==> src/rtl/vga_test_core.sv <==
// 640x480@60 VGA test-pattern generator: shows the switch colour across the whole active area.
// Pixel rate is a 1-in-CLK_DIV enable on clk. Sync and colour outputs are registered together.
module vga_test_core #(
  parameter int H_ACTIVE = 640,
  parameter int H_FP     = 16,
  parameter int H_SYNC   = 96,
  parameter int H_BP     = 48,
  parameter int V_ACTIVE = 480,
  parameter int V_FP     = 10,
  parameter int V_SYNC   = 2,
  parameter int V_BP     = 33,
  parameter int CLK_DIV  = 4
) (
  input  logic        clk,
  input  logic        reset,
  input  logic [11:0] sw,
  output logic        hsync,
  output logic        vsync,
  output logic [11:0] rgb
);

  localparam int H_TOTAL = H_ACTIVE + H_FP + H_SYNC + H_BP;
  localparam int V_TOTAL = V_ACTIVE + V_FP + V_SYNC + V_BP;
  localparam int DIV_W   = (CLK_DIV > 2) ? $clog2(CLK_DIV) : 1;

  localparam logic [DIV_W-1:0] DIV_LAST = DIV_W'(CLK_DIV - 1);
  localparam logic [9:0] H_LAST   = 10'(H_TOTAL - 1);
  localparam logic [9:0] V_LAST   = 10'(V_TOTAL - 1);
  localparam logic [9:0] H_VIS    = 10'(H_ACTIVE);
  localparam logic [9:0] V_VIS    = 10'(V_ACTIVE);
  localparam logic [9:0] HS_FIRST = 10'(H_ACTIVE + H_FP);
  localparam logic [9:0] HS_LAST  = 10'(H_ACTIVE + H_FP + H_SYNC - 1);
  localparam logic [9:0] VS_FIRST = 10'(V_ACTIVE + V_FP);
  localparam logic [9:0] VS_LAST  = 10'(V_ACTIVE + V_FP + V_SYNC - 1);

  logic [DIV_W-1:0] div_q, div_d;
  logic [9:0]       h_q, h_d;
  logic [9:0]       v_q, v_d;
  logic [11:0]      sw_s1_q, sw_s2_q;
  logic [11:0]      rgb_q, rgb_d;
  logic             hsync_q, hsync_d;
  logic             vsync_q, vsync_d;
  logic             pixel_tick;
  logic             end_of_line;
  logic             video_on;

  always_comb begin
    // NOTE: every signal gets a default before any branch, so no path can infer a latch.
    div_d       = div_q + DIV_W'(1);
    h_d         = h_q;
    v_d         = v_q;
    pixel_tick  = (div_q == DIV_LAST);
    end_of_line = pixel_tick && (h_q == H_LAST);

    if (pixel_tick) begin
      div_d = '0;
      h_d   = end_of_line ? 10'd0 : h_q + 10'd1;
    end
    if (end_of_line) begin
      v_d = (v_q == V_LAST) ? 10'd0 : v_q + 10'd1;
    end

    // Decode uses the current counters; the output register adds the single clk of latency.
    video_on = (h_q < H_VIS) && (v_q < V_VIS);
    hsync_d  = !((h_q >= HS_FIRST) && (h_q <= HS_LAST));
    vsync_d  = !((v_q >= VS_FIRST) && (v_q <= VS_LAST));
    rgb_d    = video_on ? sw_s2_q : 12'h000;
  end

  // NOTE: sequential state uses non-blocking assignments so every register samples pre-edge values.
  always_ff @(posedge clk or negedge reset) begin
    if (!reset) begin
      div_q   <= '0;
      h_q     <= '0;
      v_q     <= '0;
      sw_s1_q <= '0;
      sw_s2_q <= '0;
      hsync_q <= 1'b1;
      vsync_q <= 1'b1;
      rgb_q   <= '0;
    end else begin
      div_q   <= div_d;
      h_q     <= h_d;
      v_q     <= v_d;
      sw_s1_q <= sw;
      sw_s2_q <= sw_s1_q;
      hsync_q <= hsync_d;
      vsync_q <= vsync_d;
      rgb_q   <= rgb_d;
    end
  end

  assign hsync = hsync_q;
  assign vsync = vsync_q;
  assign rgb   = rgb_q;

endmodule

==> config.mk <==
export PLATFORM = sky130hd
export DESIGN_NAME = vga_test_core
export DESIGN_NICKNAME = d
export VERILOG_FILES = /design/src/rtl/vga_test_core.sv
export SDC_FILE = /design/constraint.sdc
export NUM_CORES = 1
export LEC_CHECK = 0
export CAP_MARGIN = 20
export CORE_ASPECT_RATIO = 0.75
export CORE_MARGIN = 2
export CORE_UTILIZATION = 25
export DETAILED_ROUTE_END_ITERATION = 10
export DONT_BUFFER_PORTS = 1
export SLEW_MARGIN = 20
export SYNTH_ARGS = -nofsm -noshare
export SYNTH_HDL_FRONTEND = slang
export SYNTH_SLANG_ARGS = --single-unit
==> constraint.sdc <==
create_clock -name clk -period 6.2 [get_ports clk]
set_clock_uncertainty 0.15 [all_clocks]
set_input_delay 0.62 -clock clk [delete_from_list [all_inputs] [get_ports clk]]
set_output_delay 0.62 -clock clk [all_outputs]
set_load 0.01 [all_outputs]
* Word level (Yosys, flattened, before mapping)
Cells that the tools add are included.
** Storage, ports and cells
- Word-level logic and storage cells :: 30
- Bits in registers :: 60
- Input bits :: 14
- Output and inout port bits :: 14
** Cells by class
- Reduce and logical (&&, ||, !) cells :: 6
- Order comparisons :: 6
- Equality and inequality tests :: 3
- Add/subtract/negate cells :: 3
- Mux-type cells :: 4
** Operator list (number)
- 10-bit by 1-bit adder with 10-bit output (second input constant) :: 2
- 10-bit == test (second input constant) :: 2
- 10-bit two-way mux :: 2
- 12-bit two-way mux :: 1
- 10-bit greater-or-equal comparator (second input constant) :: 1
- 10-bit by 9-bit greater-or-equal comparator with 1-bit output (second input constant) :: 1
- 10-bit <= comparator (second input constant) :: 1
- 10-bit by 9-bit <= comparator with 1-bit output (second input constant) :: 1
- 10-bit less-than comparator (second input constant) :: 1
- 10-bit by 9-bit less-than comparator with 1-bit output (second input constant) :: 1
- 1-bit logical AND :: 4
- 2-bit by 1-bit adder with 2-bit output (second input constant) :: 1
- 2-bit == test (second input constant) :: 1
- 1-bit logical NOT :: 2
- 2-bit two-way mux :: 1

* Logic depth before layout (Yosys ltp)
- Depth in word-level cells :: 3
- Mapped depth :: 6
- Depth with buffers taken out :: 6

* Worst setup path before layout
No wires, ideal clock.
- Path kind :: register to register
- Start :: reg div_q[0]
- End :: reg v_q[3]
- Data required time :: 5.974 ns
- Library setup time :: 0.076 ns
- Setup slack :: 4.106 ns
- Arrival time :: 1.868 ns
- Period minus slack after synthesis :: 2.094 ns
- Stages on the path, launching flop included :: 7
- Path buffers :: 1
- Path through :: dfrtp_1 ha_1 nand4_4 or3b_1 buf_6 or4_1 o21ai_1
** On the way
- Word-level cells in the longest chain between the ends :: 2
** Ends and longest elaborated chain
- from (decl) :: line 36 : logic [DIV_W-1:0] div_q, div_d;
- from (signal assigned) :: line 82 : div_q <= div_d;
- 2-bit == test :: line 52 : pixel_tick = (div_q == DIV_LAST);
- 1-bit logical AND :: line 53 : end_of_line = pixel_tick && (h_q == H_LAST);
- to (signal assigned) :: line 84 : v_q <= v_d;
- to (decl) :: line 38 : logic [9:0] v_q, v_d;
Every way passes these cells.
A chain may end at the register's enable or synchronous reset.

* Worst setup path in the final report
Same ends and word-level chain as after synthesis.

==> impl_metrics.xml <==
<?xml version="1.0" encoding="UTF-8"?>
<metrics>
  <group name="global_routing">
    <metric name="number_of_antenna_violations_at_the_first_check_in_global_routing" unit="">2</metric>
    <metric name="first_global_vias" unit="">1210</metric>
    <metric name="grt_max_degree" unit="">61</metric>
    <metric name="grt.total_usage" unit="%">8.48</metric>
    <metric name="global_route_wire_length_before_repair" unit="mm">6.07</metric>
    <metric name="residual_overflow_from_global_routing" unit="">0</metric>
  </group>
  <group name="placed_design">
    <metric name="place.port_buffers" unit="">0</metric>
    <metric name="dp_hpwl" unit="mm">2.35</metric>
    <metric name="gp_routability_congestion" unit="">0.787</metric>
    <metric name="detailed_place.area" unit="um2">2310</metric>
  </group>
  <group name="setup_path">
    <metric name="timing.setup.critical_path_class" unit="">reg -&gt; reg</metric>
    <metric name="worst_setup_path_start_kind" unit="">register</metric>
    <metric name="crit_required" unit="ns">6.31</metric>
    <metric name="worst_setup_path_end_kind" unit="">register</metric>
    <metric name="cp.arrival" unit="ns">2.35</metric>
    <metric name="critical_path.max_fanout" unit="">10</metric>
  </group>
  <group name="clocking">
    <metric name="cts.clk_slew.worst_paths" unit="ns">0.05</metric>
    <metric name="post_cts.repair.setup_buffers" unit="">0</metric>
    <metric name="clock_tree_from_tritoncts" unit="">done</metric>
    <metric name="clk_path_buf_depth" unit="">2</metric>
    <metric name="cts.sink_count" unit="">60</metric>
    <metric name="cts_htree_levels" unit="">3</metric>
    <metric name="cts_resized" unit="">0</metric>
    <metric name="root_buffer" unit="">sky130_fd_sc_hd__clkbuf_16</metric>
    <metric name="clk_latency" unit="ns">0.32</metric>
    <metric name="cts_inserted_buffers" unit="">9</metric>
  </group>
  <group name="pwr">
    <metric name="leakage" unit="nW">1.10</metric>
    <metric name="vdd_ir_drop_max" unit="V">0.000144</metric>
    <metric name="power.density" unit="nW/um2">330</metric>
  </group>
  <group name="drt">
    <metric name="routed_wirelength" unit="mm">3.49</metric>
    <metric name="antenna_left" unit="">0</metric>
    <metric name="drt-pass1-iter-count" unit="">4</metric>
    <metric name="drt-vias-per-instance" unit="">4.20</metric>
    <metric name="drc_errors" unit="">0</metric>
    <metric name="routed_wire_length_per_instance" unit="um">12.2</metric>
    <metric name="routed-via-count" unit="">1204</metric>
    <metric name="dr.first_iter.drc_count" unit="">81</metric>
  </group>
  <group name="sta">
    <metric name="max_freq" unit="GHz">0.445</metric>
    <metric name="final_min_period_over_clock_period" unit="%">36.3</metric>
    <metric name="slew_viol_final" unit="">0</metric>
    <metric name="max_slew_margin" unit="%">62.8</metric>
    <metric name="whs" unit="ns">0.0105</metric>
    <metric name="finalSetupViolCount" unit="">0</metric>
    <metric name="rsz0062_at_grt" unit="">no</metric>
    <metric name="fin_tns_setup" unit="ns">0</metric>
    <metric name="tightestPinTransition" unit="ns">0.555</metric>
    <metric name="final.min_clock_period" unit="ns">2.25</metric>
    <metric name="timing.final.hold_violations" unit="">0</metric>
  </group>
  <group name="logic_synthesis">
    <metric name="synthArstFlopShare" unit="%">100</metric>
    <metric name="synth_warnings" unit="">0</metric>
    <metric name="yosys_register_bits" unit="">60</metric>
    <metric name="synth_sequential_area_ratio" unit="%">68.6</metric>
    <metric name="syn-num-nets" unit="">182</metric>
    <metric name="netlist_area" unit="um2">2190</metric>
    <metric name="synthCells" unit="">163</metric>
    <metric name="post_synth_num_cell_types" unit="">35</metric>
    <metric name="post_synth_edffs" unit="">0</metric>
    <metric name="synth_top_flop_cell" unit="">sky130_fd_sc_hd__dfrtp_1</metric>
    <metric name="synthesis.area_per_instance" unit="um2">13.5</metric>
  </group>
  <group name="floorplan">
    <metric name="num_rows" unit="">29</metric>
    <metric name="num_io_pins" unit="">28</metric>
    <metric name="die-width" unit="um">112</metric>
    <metric name="start_util" unit="%">25.8</metric>
    <metric name="chipHeight" unit="um">85.1</metric>
    <metric name="placeableCoreArea" unit="um2">8490</metric>
    <metric name="fp.dieArea" unit="um2">9550</metric>
  </group>
  <group name="cells_and_area">
    <metric name="layout_commonest_cell" unit="">sky130_fd_sc_hd__dfrtp_1</metric>
    <metric name="layout.cells.most_common_list" unit="">sky130_fd_sc_hd__dfrtp_1, sky130_fd_sc_hd__and2_1, sky130_fd_sc_hd__nand2_1</metric>
    <metric name="syn_to_final_growth" unit="%">19.6</metric>
    <metric name="stdcell_area" unit="um2">2620</metric>
    <metric name="fraction_of_layout_cells_with_a_size_suffix_above_1" unit="%">12.4</metric>
    <metric name="final_nets" unit="">192</metric>
  </group>
  <group name="run_status">
    <metric name="result_of_the_run" unit="">completed</metric>
  </group>
  <group name="hold_path">
    <metric name="hold_class" unit="">in -&gt; async</metric>
  </group>
  <group name="flow_run">
    <metric name="max_cap_viol_count" unit="">0</metric>
  </group>
</metrics>
-- report_power, final --
group / switching [mW] / internal, mW / leakage [nW]
clock network: 0.165 / 0.278 / 0.127
registers: 0.00531 / 0.404 / 0.734
logic: 0.00788 / 0.00371 / 0.240
-- flip-flops by register name, summed over array words and instances (netlist names) --
signal,flops
div_q,2
h_q,10
hsync,1
rgb,12
sw_s1_q,12
sw_s2_q,12
v_q,10
vsync,1
-- layout make-up --
| type | instances | area, um2 |
|---|---|---|
| Tap cell | 108 | 135 |
| Sequential cell | 60 | 1500 |
| Fill cell | 853 | 5870 |
| Multi-Input combinational cell | 95 | 652 |
| Inverter | 6 | 22.5 |
| Antenna cell | 1 | 2.50 |
| Timing Repair Buffer | 1 | 27.5 |
| Clock inverter | 6 | 40.0 |
| Clock buffer | 10 | 239 |
-- worst max-delay path, cell delays in order, from the launching register on --
cell and delay, ns:
sky130_fd_sc_hd__dfrtp_1 0.34, sky130_fd_sc_hd__ha_1 0.32, sky130_fd_sc_hd__nand4_4 0.18, sky130_fd_sc_hd__or3b_1 0.56, sky130_fd_sc_hd__or4_1 0.54, sky130_fd_sc_hd__o21ai_1 0.08
-- Yosys cell counts (2+ instances only) --
cell                       instances  area, um2
sky130_fd_sc_hd__a31oi_1           2       12.5
sky130_fd_sc_hd__and2_1           14       87.6
sky130_fd_sc_hd__and3_1            4       25.0
sky130_fd_sc_hd__and4_1            2       17.5
sky130_fd_sc_hd__dfrtp_1          58       1450
sky130_fd_sc_hd__dfstp_2           2       52.6
sky130_fd_sc_hd__ha_1              5       62.6
sky130_fd_sc_hd__inv_1             6       22.5
sky130_fd_sc_hd__mux2i_1           2       20.0
sky130_fd_sc_hd__nand2_1          13       48.8
sky130_fd_sc_hd__nand3_1           6       30.0
sky130_fd_sc_hd__nand4_1           4       25.0
sky130_fd_sc_hd__nor2_1            5       18.8
sky130_fd_sc_hd__nor3_1            3       15.0
sky130_fd_sc_hd__o211ai_1          2       15.0
sky130_fd_sc_hd__o21ai_0           7       35.0
sky130_fd_sc_hd__or4_1             2       15.0
sky130_fd_sc_hd__xnor2_1           6       52.6
sky130_fd_sc_hd__xor2_1            4       35.0
-- path summary, 6_finish.rpt --
check	startpoint	to	slack, ns	cells after the start
max reg2reg	div_q[0]	v_q[3]	3.95	5
min	reset	sw_s2_q[2]	0.01	1
max	div_q[0]	v_q[3]	3.95	5
max in group asynchronous	reset	hsync	5.60	1
min in group clk	sw[7]	sw_s1_q[7]	0.17	0
min reg2reg	sw_s1_q[8]	sw_s2_q[8]	0.19	0
-- layer usage --
| metal | part of all wire (%) | global-route usage [%] | vias to the layer above |
|---|---|---|---|
| li1 | - | - | 582 |
| met1 | 44 | 9.60 | 571 |
| met2 | 43 | 11.7 | 40 |
| met3 | 11 | 6.43 | 9 |
| met4 | 1.9 | 4.32 | 2 |
| met5 | 0.37 | 0 | - |
-- what timing repair did --
item	in CTS	in global routing
setup endpoints to repair	0	0
hold buffers	1	0
endpoints found under the hold margin	60	0
-- through the flow --
stage	worst slack [ns]	util [%]	std cells	total power [mW]
after floorplan	4.11	-	163	0.417
after global placement	4.00	27.2	269	0.419
after detailed placement	3.93	27.2	269	0.419
after CTS	3.93	30.9	286	0.881
after global routing	3.86	30.9	287	0.904
final	3.95	30.9	287	0.865
-- cells by family after synthesis --
| logic type | after synthesis | synth area share, % |
|---|---|---|
| AOI/OAI and AO/OA | 16 | 4.33 |
| xor gates and xnor gates | 10 | 3.99 |
| adders and majority gates | 5 | 2.85 |
| buffers and inverters | 8 | 1.71 |
| DFF | 60 | 68.6 |
| muxes | 2 | 0.913 |
| and+or+nand+nor | 62 | 17.6 |
Power figures use the tool's default switching activity.
